<file path="src/rtl/data_mem_ctrl.sv">
// data_mem_ctrl: single-outstanding LOAD/STORE sequencer between the core and a handshake memory,
// with a bounded wait on mem_ack and a sticky timeout flag.
module data_mem_ctrl #(
  parameter int addr_width     = 16,
  parameter int data_width     = 32,
  parameter int reg_sel_width  = 3,
  parameter int timeout_cycles = 16
) (
  input  logic                     clk,
  input  logic                     rst_n,
  input  logic                     req_valid,
  input  logic                     req_write,
  input  logic [addr_width-1:0]    req_addr,
  input  logic [data_width-1:0]    req_wdata,
  input  logic [reg_sel_width-1:0] req_dst,
  output logic                     busy,
  output logic                     mem_req,
  output logic                     mem_we,
  output logic [addr_width-1:0]    mem_addr,
  output logic [data_width-1:0]    mem_wdata,
  input  logic [data_width-1:0]    mem_rdata,
  input  logic                     mem_ack,
  output logic                     wb_en,
  output logic [reg_sel_width-1:0] wb_dst,
  output logic [data_width-1:0]    wb_data,
  output logic                     err,
  input  logic                     err_clr
);
  localparam int CW = (timeout_cycles > 1) ? $clog2(timeout_cycles) : 1;
  localparam logic [CW-1:0] LAST = CW'(timeout_cycles - 1);
  typedef enum logic [1:0] {IDLE, ACCESS, WB} state_t;
  state_t                   state_q, state_d;
  logic                     write_q, write_d;
  logic [addr_width-1:0]    addr_q, addr_d;
  logic [data_width-1:0]    wdata_q, wdata_d;
  logic [reg_sel_width-1:0] dst_q, dst_d;
  logic [CW-1:0]            cnt_q, cnt_d;
  logic                     err_q, err_d;
  logic [reg_sel_width-1:0] wb_dst_q, wb_dst_d;
  logic [data_width-1:0]    wb_data_q, wb_data_d;
  logic                     timeout;
  // mem_ack in the terminal cycle wins over the timeout
  assign timeout = (state_q == ACCESS) && !mem_ack && (cnt_q == LAST);
  always_comb begin
    state_d   = state_q;
    write_d   = write_q;
    addr_d    = addr_q;
    wdata_d   = wdata_q;
    dst_d     = dst_q;
    cnt_d     = cnt_q;
    wb_dst_d  = wb_dst_q;
    wb_data_d = wb_data_q;
    if (state_q == IDLE && req_valid) begin
      state_d = ACCESS;
      write_d = req_write;
      addr_d  = req_addr;
      wdata_d = req_wdata;
      dst_d   = req_dst;
      cnt_d   = '0;
    end else if (state_q == ACCESS) begin
      if (mem_ack) begin
        state_d = write_q ? IDLE : WB;
        if (!write_q) begin
          wb_data_d = mem_rdata;
          wb_dst_d  = dst_q;
        end
      end else if (timeout) begin
        state_d = IDLE;
      end else begin
        cnt_d = cnt_q + CW'(1);
      end
    end else if (state_q == WB) begin
      state_d = IDLE;
    end
    err_d = timeout | (err_q & ~err_clr);
  end
  always_ff @(posedge clk or negedge rst_n) begin
    if (!rst_n) begin
      state_q   <= IDLE;
      write_q   <= 1'b0;
      addr_q    <= '0;
      wdata_q   <= '0;
      dst_q     <= '0;
      cnt_q     <= '0;
      err_q     <= 1'b0;
      wb_dst_q  <= '0;
      wb_data_q <= '0;
    end else begin
      state_q   <= state_d;
      write_q   <= write_d;
      addr_q    <= addr_d;
      wdata_q   <= wdata_d;
      dst_q     <= dst_d;
      cnt_q     <= cnt_d;
      err_q     <= err_d;
      wb_dst_q  <= wb_dst_d;
      wb_data_q <= wb_data_d;
    end
  end
  assign busy      = (state_q != IDLE) || req_valid;
  assign mem_req   = (state_q == ACCESS);
  assign mem_we    = mem_req & write_q;
  assign mem_addr  = mem_req ? addr_q : '0;
  assign mem_wdata = mem_req ? wdata_q : '0;
  assign wb_en     = (state_q == WB);
  assign wb_dst    = wb_dst_q;
  assign wb_data   = wb_data_q;
  assign err       = err_q;
endmodule

</file>
<file path="config.mk">
export PLATFORM = sky130hd
export DESIGN_NAME = data_mem_ctrl
export DESIGN_NICKNAME = d
export VERILOG_FILES = /design/src/rtl/data_mem_ctrl.sv
export SDC_FILE = /design/constraint.sdc
export NUM_CORES = 1
export LEC_CHECK = 0
export CORE_UTILIZATION = 39
export DETAILED_ROUTE_END_ITERATION = 10
export GPL_TIMING_DRIVEN = 1
export PLACE_DENSITY = 0.78
export SETUP_SLACK_MARGIN = 0.05
export SYNTH_ARGS = -nofsm -noshare
export SYNTH_HDL_FRONTEND = slang
export SYNTH_SLANG_ARGS = --single-unit
</file>
<file path="constraint.sdc">
create_clock -name clk -period 1.4 [get_ports clk]
set_input_delay 0.28 -clock clk [delete_from_list [all_inputs] [get_ports clk]]
set_output_delay 0.28 -clock clk [all_outputs]
set_load 0.05 [all_outputs]
</file>
# Word level (Yosys, flattened, before mapping)
# Cells that the tools add are included.
# word_totals
output_inout_bits,88
word_cells,46
in_bits,89
reg_bits,94
# classes
n_eq_ne,6
n_reduce_logical,12
bitwise_logic,6
n_mux,12
addsub,1
# ops
cell,n
$mux W32,1
$mux W16,1
$mux W4,4
$mux W2,6
$add A4 B1 Y4 const B,1
$eq A4 B4 Y1 const B,1
$ne A2 B1 Y1 const B,2
$ne A4 B1 Y1 const B,1
$reduce_and A4 Y1,1
$reduce_bool A2 Y1,2
$logic_and A1 B1 Y1,3
$not A1 Y1,3
$reduce_and A3 Y1,1
$reduce_bool A3 Y1,1
$and A1 B1 Y1,2
$eq A2 B1 Y1 const B,1
$eq A2 B2 Y1 const B,1
$logic_not A2 Y1,1
$reduce_and A2 Y1,1
$logic_not A1 Y1,1
$logic_or A1 B1 Y1,1
$or A1 B1 Y1,1

# Longest topological paths before layout
# logic_depth
ltp_word,7
mapped_depth,6
depth_no_buf,5

# Worst setup path after synthesis
# OpenSTA, ideal clock, no wires.
# synth_path
path_kind,register -> output
startpoint,reg state_q[1]
endpoint,out mem_addr[0]
path_stages_with_launch,5
path_buffers,1
required_ps,1120
arrival_ps,1745
setup_slack_ps,-625
path_cell_list,dfrtp_1 inv_1 ha_1 clkbuf_1 and2_1
# synth_between
elab_chain_cells,2
# synth_rtl
item,line_no,text
"start, declared",32,"state_t state_q, state_d;"
"start signal, assigned",89,state_q <= state_d;
$eq A2 B1 Y1,101,assign mem_req = (state_q == ACCESS);
net mem_req,17,"output logic mem_req,"
$mux W16,103,assign mem_addr = mem_req ? addr_q : '0;
"end, declared",19,"output logic [addr_width-1:0] mem_addr,"
# The timed path passes the listed nets, and every way through them passes these cells.

# Final worst setup path
# layout_path
startpoint,reg state_q[1]
endpoint,out mem_wdata[31]
# layout_between
elab_chain_cells,2
# layout_rtl
item,line_no,text
$eq A2 B1 Y1,101,
$mux W32,104,assign mem_wdata = mem_req ? wdata_q : '0;
"end, declared",20,"output logic [data_width-1:0] mem_wdata,"
# Every way passes these cells.

==> reports/results.ini <==
[run_status]
status=finished, violations left
violations=negative setup slack

[finish]
areaGrowthSynthToFinish_pct=96.5
fill_cells=601
nets=602
fin_area_mm2=0.00838
mostFrequentLayoutCell=buf_12
antenna_cells=0
layout_common_cells=102 x buf_12, 94 x dfrtp_1, 87 x clkdlybuf4s50_1, 70 x mux2_4, 50 x and2_4
drive_above_1_share=0.575

[detailed_routing]
vias_per_cell=4.82
dr.pass1.iters=4
initialDrtViolationCount=76
ant_nets=0
drc=0
wl_per_cell_um=19.1
vias=3128
drt-total-wl_um=12400

[floorplan]
die_x_um=107
ios=177
dieArea_mm2=0.0114
core_mm2=0.0105
initial_core_util=0.408
fp.dieH_um=107
num_rows=37

[timing]
layout_setup_ws_ns=-0.427
finalHoldViolations=0
slew_violations=0
worstMarginPinSlew_ns=0.292
maxSlewHeadroom=0.805
rsz0062_at_grt=yes
fin_setup_tns_ns=-42.07
max_freq_mhz=547
finalSetupViolations=146
fin_crit_sh=1.30
fin_skew_ns=0.0192
min_period_ns=1.83
whs_ns=0.359

[power_and_ir_drop]
vdd_drop_max_mv=2.31
powerDensity_mw_per_mm2=3130
p_leak_uw=0.00385
finalPower_uw=26200

[place]
placed_area_mm2=0.00736
gpl.final_weighted_congestion=0.727
numPortBuffers=176
hpwl_um=7870

[clock_network]
clkLatencyLatePin_ns=0.36
cts_tree=built
cts_buffer_depth=2
cts_sinks=94
root_buffer=clkbuf_8
clkTransAtPathRegs_ns=0.09
htree_levels=3
cts_buffers=9

[global_route]
grt_pass1_wl_um=19200
track_usage=0.221
grt-ovfl-total=0
grt_pass1_vias=3527
grt_busiest_layer=met2
grt_max_degree=34
grtUsageMet2=0.386
gr-usage-met3=0.0541
antenna_found_initial=0
grt_use_met1=0.269

[critical_path]
crit_path_max_incr_delay_ns=0.40
path_delay_family=buffers and inverters
cp-end-kind=output port
cpMostUsedCell=buf_12
critPathLaunchType=register
critPathRequiredTime_ns=1.12
critPathSlowestCell=dfrtp_1
crit_chain=inv_2 > ha_4 > buf_12 > clkbuf_16 > and2_4 > buf_12
path_buf_inv=4
crit_type=reg -> out
worstPathArrival_ns=1.55
cp_max_fo=5

[logic_synthesis]
syn_area_per_cell_um2=15.1
yosysUniqueCellTypes=27
ys_seq_area_frac=0.551
synthesis.area_mm2=0.00427
syn-instance-count=283
syn_nets=377
ys_warn_count=0
ys_ff_latch=94

[min_path]
worstHoldPathType=in -> async

[flow_run]
drv_cap=0

==> metal layers <==
| layer | routed length [um] | up-vias | part of all wire |
|---|---|---|---|
| li1 | - | 1414 | - |
| met1 | 4910 | 1587 | 0.40 |
| met2 | 6550 | 107 | 0.53 |
| met3 | 674 | 20 | 0.054 |
| met4 | 233 | 0 | 0.019 |
| met5 | 0 | - | 0 |
==> worst paths after layout <==
check	start	end	slack, ns	depth (start not counted)
max in group asynchronous	rst_n	write_q$_DFFE_PN0P_	0.54	3
worst min-delay path	rst_n	addr_q[10]$_DFFE_PN0P_	0.36	2
worst max-delay path	state_q[1]$_DFFE_PN0P_	mem_wdata[31]	-0.43	6
min in group clk	err_clr	err$_DFF_PN0_	0.46	2
worst min register to register	dst_q[2]$_DFFE_PN0P_	wb_dst[2]$_DFFE_PN0P_	0.49	1
worst max register to register	state_q[0]$_DFFE_PN0P_	wdata_q[7]$_DFFE_PN0P_	-0.40	7
==> stage by stage <==
stage / util / worst slack, ns / cells
2_1_floorplan: - / -0.0864 / 283
3_3_place_gp: 0.704 / -0.229 / 599
3_5_place_dp: 0.704 / -0.264 / 599
4_1_cts: 0.789 / -0.415 / 643
5_1_grt: 0.801 / -0.473 / 649
6_report: 0.801 / -0.427 / 649
==> synth_stat cells <==
cell type,count,share of area
a21boi_1,1,0.0018
a21oi_1,4,0.0047
a31oi_1,1,0.0015
and2_1,50,0.073
and2b_1,1,0.0018
and3_1,1,0.0015
and4_1,1,0.0021
buf_2,1,0.0012
buf_6,8,0.021
clkbuf_1,5,0.0044
dfrtp_1,94,0.55
ha_1,5,0.015
inv_1,4,0.0035
mux2_1,21,0.055
mux2_4,66,0.23
mux2i_1,1,0.0023
nand2_1,2,0.0018
nand2_4,1,0.0026
nand2b_1,2,0.0029
nand3_1,3,0.0035
nand4_1,2,0.0029
nor2b_1,1,0.0015
nor2b_4,1,0.0032
nor3_1,1,0.0012
o21ai_0,4,0.0047
o21ai_1,1,0.0012
or3_1,1,0.0015
==> registers in the layout, summed over array words and instances, names as in the netlist <==
signal / cells
wdata_q: 32
cnt_q: 4
write_q: 1
err: 1
wb_data: 32
state_q: 2
dst_q: 3
wb_dst: 3
addr_q: 16
==> timing repair <==
| item | 4_1_cts | 5_1_grt |
|---|---|---|
| setup endpoints to repair | 145 | 146 |
| setup buffers | 14 | 5 |
| hold buffers | 1 | 0 |
| pin swaps | 7 | 6 |
| resized for setup | 32 | 10 |
| hold endpoints to repair | 17 | 0 |
| gates cloned | 13 | 2 |
==> logic make-up after synthesis <==
| kind of cell | share of synthesized area |
|---|---|
| AO/OA/AOI/OAI | 0.0138 |
| buffers and inverters | 0.0302 |
| AND/OR/NAND/NOR | 0.0997 |
| flip-flops | 0.551 |
| multiplexers | 0.290 |
| adder cells (fa/ha/maj) | 0.0147 |
==> power breakdown <==
| group | switching [uW] | internal (uW) |
|---|---|---|
| registers | 1160 | 4070 |
| clock network | 1030 | 910 |
| logic | 8350 | 10700 |
| total | 10500 | 15700 |
==> area by class of cell <==
class | count | area, um^2 | share of cell area
Clock inverter | 6 | 77.6 | 0.00926
Sequential cell | 94 | 2350 | 0.281
Tap cell | 136 | 170 | 0.0203
Multi-Input combinational cell | 171 | 2040 | 0.244
Timing Repair Buffer | 228 | 3580 | 0.428
Clock buffer | 10 | 138 | 0.0164
Inverter | 4 | 17.5 | 0.00209
No activity file was read; power rests on OpenSTA's default activity.
